## src/rtl/cache_pkg.sv

```systemverilog
// Shared cache geometry constants and the refill/writeback sequencer state encoding.
package cache_pkg;

    localparam int NUM_SETS      = 128;
    localparam int ASSOCIATIVITY = 4;
    localparam int BLOCK_SIZE    = 64;
    localparam int WORD_SIZE     = 4;
    localparam int INDEX_W       = 7;
    localparam int TAG_W         = 19;

    typedef enum logic [2:0] {
        IDLE,
        WB_RD,
        WB_CAP,
        WB_MEM,
        FL_MEM,
        FL_WR,
        DONE
    } rwb_state_t;

endpackage

```

## src/rtl/refill_writeback_unit.sv

```systemverilog
// Miss service sequencer: writes back a dirty victim line word by word, then fetches
// the new line from memory and installs it in the data array, pulsing done at the end.
module refill_writeback_unit #(
    parameter int WORDS_PER_BLOCK = 16,
    parameter int TAG_W           = 19
) (
    input  logic             clk,
    input  logic             rst,
    input  logic             req_valid,
    output logic             req_ready,
    input  logic [6:0]       req_set,
    input  logic [1:0]       req_way,
    input  logic             req_dirty,
    input  logic [TAG_W-1:0] req_victim_tag,
    input  logic [TAG_W-1:0] req_fill_tag,
    output logic             done,
    output logic             mem_req,
    output logic             mem_we,
    output logic [31:0]      mem_addr,
    output logic [31:0]      mem_wdata,
    input  logic             mem_ack,
    input  logic [31:0]      mem_rdata,
    output logic [6:0]       da_set_index,
    output logic [1:0]       da_way,
    output logic [5:0]       da_block_offset,
    output logic [31:0]      da_write_data,
    input  logic [31:0]      da_read_data,
    output logic             da_read,
    output logic             da_write
);
    import cache_pkg::*;

    localparam logic [3:0] LAST_K = 4'(WORDS_PER_BLOCK - 1);

    rwb_state_t       state_reg, state_next;
    logic [3:0]       k_reg, k_next;
    logic [6:0]       set_reg;
    logic [1:0]       way_reg;
    logic [TAG_W-1:0] victim_tag_reg;
    logic [TAG_W-1:0] fill_tag_reg;
    logic [31:0]      wbuf_reg;
    logic [31:0]      fbuf_reg;

    always_ff @(posedge clk) begin
        if (rst) begin
            state_reg      <= IDLE;
            k_reg          <= '0;
            set_reg        <= '0;
            way_reg        <= '0;
            victim_tag_reg <= '0;
            fill_tag_reg   <= '0;
            wbuf_reg       <= '0;
            fbuf_reg       <= '0;
        end else begin
            state_reg <= state_next;
            k_reg     <= k_next;
            if (state_reg == IDLE && req_valid) begin
                set_reg        <= req_set;
                way_reg        <= req_way;
                victim_tag_reg <= req_victim_tag;
                fill_tag_reg   <= req_fill_tag;
            end
            // Array read data arrives one cycle after the WB_RD strobe
            if (state_reg == WB_CAP)
                wbuf_reg <= da_read_data;
            if (state_reg == FL_MEM && mem_ack)
                fbuf_reg <= mem_rdata;
        end
    end

    always_comb begin
        state_next      = state_reg;
        k_next          = k_reg;
        req_ready       = 1'b0;
        done            = 1'b0;
        mem_req         = 1'b0;
        mem_we          = 1'b0;
        mem_addr        = '0;
        mem_wdata       = '0;
        da_read         = 1'b0;
        da_write        = 1'b0;
        da_set_index    = '0;
        da_way          = '0;
        da_block_offset = '0;
        da_write_data   = '0;

        case (state_reg)
            IDLE: begin
                req_ready = 1'b1;
                if (req_valid) begin
                    k_next     = '0;
                    state_next = req_dirty ? WB_RD : FL_MEM;
                end
            end
            WB_RD: begin
                da_read    = 1'b1;
                state_next = WB_CAP;
            end
            WB_CAP: begin
                state_next = WB_MEM;
            end
            WB_MEM: begin
                mem_req   = 1'b1;
                mem_we    = 1'b1;
                mem_addr  = 32'({victim_tag_reg, set_reg, k_reg, 2'b00});
                mem_wdata = wbuf_reg;
                if (mem_ack) begin
                    if (k_reg == LAST_K) begin
                        k_next     = '0;
                        state_next = FL_MEM;
                    end else begin
                        k_next     = k_reg + 4'd1;
                        state_next = WB_RD;
                    end
                end
            end
            FL_MEM: begin
                mem_req  = 1'b1;
                mem_addr = 32'({fill_tag_reg, set_reg, k_reg, 2'b00});
                if (mem_ack)
                    state_next = FL_WR;
            end
            FL_WR: begin
                da_write      = 1'b1;
                da_write_data = fbuf_reg;
                if (k_reg == LAST_K) begin
                    state_next = DONE;
                end else begin
                    k_next     = k_reg + 4'd1;
                    state_next = FL_MEM;
                end
            end
            DONE: begin
                done       = 1'b1;
                state_next = IDLE;
            end
            default: state_next = IDLE;
        endcase

        if (state_reg != IDLE) begin
            da_set_index    = set_reg;
            da_way          = way_reg;
            da_block_offset = {k_reg, 2'b00};
        end

        // Outputs go quiet as soon as reset is seen, before the state register clears
        if (rst) begin
            req_ready       = 1'b0;
            done            = 1'b0;
            mem_req         = 1'b0;
            mem_we          = 1'b0;
            mem_addr        = '0;
            mem_wdata       = '0;
            da_read         = 1'b0;
            da_write        = 1'b0;
            da_set_index    = '0;
            da_way          = '0;
            da_block_offset = '0;
            da_write_data   = '0;
        end
    end

endmodule

```

## config.mk

```make
export PLATFORM = sky130hd
export DESIGN_NAME = refill_writeback_unit
export DESIGN_NICKNAME = d
export VERILOG_FILES = /design/src/rtl/cache_pkg.sv /design/src/rtl/refill_writeback_unit.sv
export SDC_FILE = /design/constraint.sdc
export NUM_CORES = 1
export LEC_CHECK = 0
export BUFFER_PORTS_ARGS = -buffer_cell sky130_fd_sc_hd__buf_2
export CORE_MARGIN = 3
export CORE_UTILIZATION = 41
export CTS_CLUSTER_DIAMETER = 100
export DETAILED_ROUTE_END_ITERATION = 12
export PLACE_DENSITY = 0.78
export SYNTH_ARGS = -nofsm -noshare
export SYNTH_HDL_FRONTEND = slang
export SYNTH_SLANG_ARGS = --single-unit
export TNS_END_PERCENT = 100
```

## constraint.sdc

```tcl
create_clock -name clk -period 2.6 [get_ports clk]
set_input_delay 0.52 -clock clk [delete_from_list [all_inputs] [get_ports clk]]
set_output_delay 0.52 -clock clk [all_outputs]
set_load 0.005 [all_outputs]
```

==> results.cfg <==
[status]
status = complete, no violations

[clock_tree]
post_cts_resized = 0
numCtsBuffers = 17
post_cts_buffers = 0
cts_tree = built
ctsHtreeMaxLevel = 4
cts.sinks = 118
root_buffer = clkbuf_16
cts_buffer_depth = 2
holdBufCountCts = 0
clk_pin_slew_ps = 50
clock_latency_ps = 410

[floorplan]
num_io_pins = 233
chipWidth_um = 118
die_h_um = 118
start_util_pct = 42.4
placementRows = 40
dieArea_mm2 = 0.0139
core_mm2 = 0.0121

[pwr]
power_density_mw_per_mm2 = 828
combPwrFrac_pct = 23.2
power_leakage_uw = 0.00318
p_sw_share_pct = 30.7
p_switching_uw = 1770
power_frac_seq_pct = 39.5
max-vdd-ir-drop_v = 0.000402
fin_total_pwr_uw = 5760
p_int_uw = 3990
power_frac_clock_pct = 37.3

[grt]
grt_use_total_pct = 20.3
grt_pass1_vias = 4792
grt_max_degree = 62
grt_pass1_wl_um = 23100
grt-ovfl-total = 0
antenna_found_initial = 4

[detailed_routing]
viasPerCell = 4.82
dr.pass1.iters = 4
ant_nets = 0
drcViolationCount = 0
wl_per_cell_um = 13.3
drt_iter0_drc = 288
num_vias = 5174
drt_wl_total_um = 14300

[yosys]
syn_area_per_cell_um2 = 7.49
synth_fa_ha_area_share_pct = 0.243
synth-simple-area-share_pct = 31.6
yosys_most_used_dff = dfxtp_1
synth.distinct_cells = 43
synthCells = 686
synth.area.mux_share_pct = 0.195
synth_area_mm2 = 0.00514
yosys_warnings = 0
synth-edff-count = 0
synth_top_family_by_area = simple AND/OR/NAND/NOR gates
async_flop_share_pct = 0
synth_compound_area_share_pct = 16.8
synth_seq_cells = 118
synth_xor_area_share_pct = 0
seq_area_frac_synth_pct = 46.0

[worst_setup_path]
path_cells = buf_4 > nand2b_1 > nor3_2 > buf_4 > a22o_1 > buf_2
cp_num_buf_inv = 3
critPathLaunchType = flip-flop
cp_slowest_cell = dfxtp_2
arrival_ps = 1930
worst_path_most_repeated_cell = buf_4
critPathMaxFanout = 20
cp_top_family = buffers and inverters
slowest_delay_ps = 460
required_ps = 2080
path_class = reg2out
end_kind = primary output
rrSetupSlack_ps = 600

[final_layout]
finalInstanceArea_mm2 = 0.00696
areaGrowthSynthToFinish_pct = 35.4
fin_nets = 1007
drive_gt1_share_pct = 30.8

[placed_design]
dpl.hpwl_um = 9840
finalWeightedCongestion = 0.785
detailed_place.area_mm2 = 0.00639
port-buffer-count = 228

[timing]
fin_setup_tns_ps = 0
slew_headroom_pct = 56.3
finalCritPeriodShare_pct = 94.2
worst_pin_slew_ps = 647
maxSlewViolCount = 0
layout_min_cycle_time_ps = 2450
rsz0062_at_grt = no
finalSetupViolations = 0
max_freq_mhz = 408
clock_skew_ps = 12.3
final_hold_viol_count = 0

[worst_hold_path]
hp-class = in2reg

[flow_run]
maxCapViolations = 0
## worst min-delay path: cells and delay by family
| family | cells | cell delay, ps |
|---|---|---|
| buffers and inverters | 1 | 90 |
| and+or+nand+nor | 1 | 40 |
| AOI/OAI and AO/OA | 1 | 50 |
## cells by family (layout without fill, tap and decap cells)
family / count (synthesis) / after routing
simple gates: 353 / 353
compound gates: 149 / 149
flops: 118 / 118
buf+inv: 63 / 277
fa+ha+maj: 1 / 1
other cells: 1 / 6
mux: 1 / 1
## layout make-up
cell class,count,area (µm²)
Sequential cell,118,2360
Inverter,2,7.51
Multi-Input combinational cell,508,2560
Antenna cell,2,5.00
Clock inverter,2,10.0
Fill cell,1198,5150
Tap cell,168,210
Clock buffer,30,544
Timing Repair Buffer,243,1260
## metal layers
layer,vias up,wire length [µm],track usage (%)
li1,2634,-,-
met1,2329,6040,24.8
met2,186,6850,32.2
met3,21,1100,6.82
met4,4,278,9.60
met5,-,22,0
## final timing paths
| kind | startpoint | depth (start not counted) | to |
|---|---|---|---|
| max | state_reg[2] | 6 | mem_addr[30] |
| min | mem_rdata[31] | 3 | fbuf_reg[31] |
| max reg2reg | state_reg[2] | 5 | fbuf_reg[25] |
| min reg2reg | fbuf_reg[12] | 2 | fbuf_reg[12] |
## power groups by stage
| stage | Sequential [µW] | Combinational (µW) | Clock [µW] |
|---|---|---|---|
| finish | 2280 | 1340 | 2150 |
| global route | 2310 | 1530 | 2280 |
| CTS | 2270 | 1340 | 2200 |
| detailed placement | 2310 | 1330 | 0 |
| global placement | 2300 | 1300 | 0 |
| floorplan | 2240 | 986 | 0 |
## layout by cell type (no fill, tap or decap), drive strengths merged, types with 2 or more instances in the layout
master  count
inv         2
clkinv      2
o211ai      2
conb        4
nand3       3
buf       243
nand2b      5
nor2       14
nor3        4
a21oi     111
diode       2
o21ai       5
nand2     226
clkbuf     30
nor4bb      2
and2       87
a22o       19
or3         2
dfxtp     118
nor2b       2
## synth_stat cells (all sizes together) (3+ instances only)
cell type  instances  area share (%)
nor3               4            0.39
dfxtp            118              46
nand2            226              17
nand3              3            0.29
o21ai              5            0.49
nor2              14             1.0
a22o              19             3.2
clkbuf            50             3.7
a21oi            111              11
nand2b             5            0.61
buf               11             1.3
and2              87              11
## metrics by stage
stage | instances | hold slack (ps) | utilization (%) | worst slack (ps)
after floorplan | 689 | 432 | - | 418
after global placement | 1039 | 437 | 52.7 | 261
after detailed placement | 1039 | 442 | 52.7 | 255
after CTS | 1071 | 330 | 57.3 | 8.53
after global routing | 1073 | 330 | 57.5 | 26.8
final | 1073 | 342 | 57.5 | 152
Power figures use the tool's default switching activity.
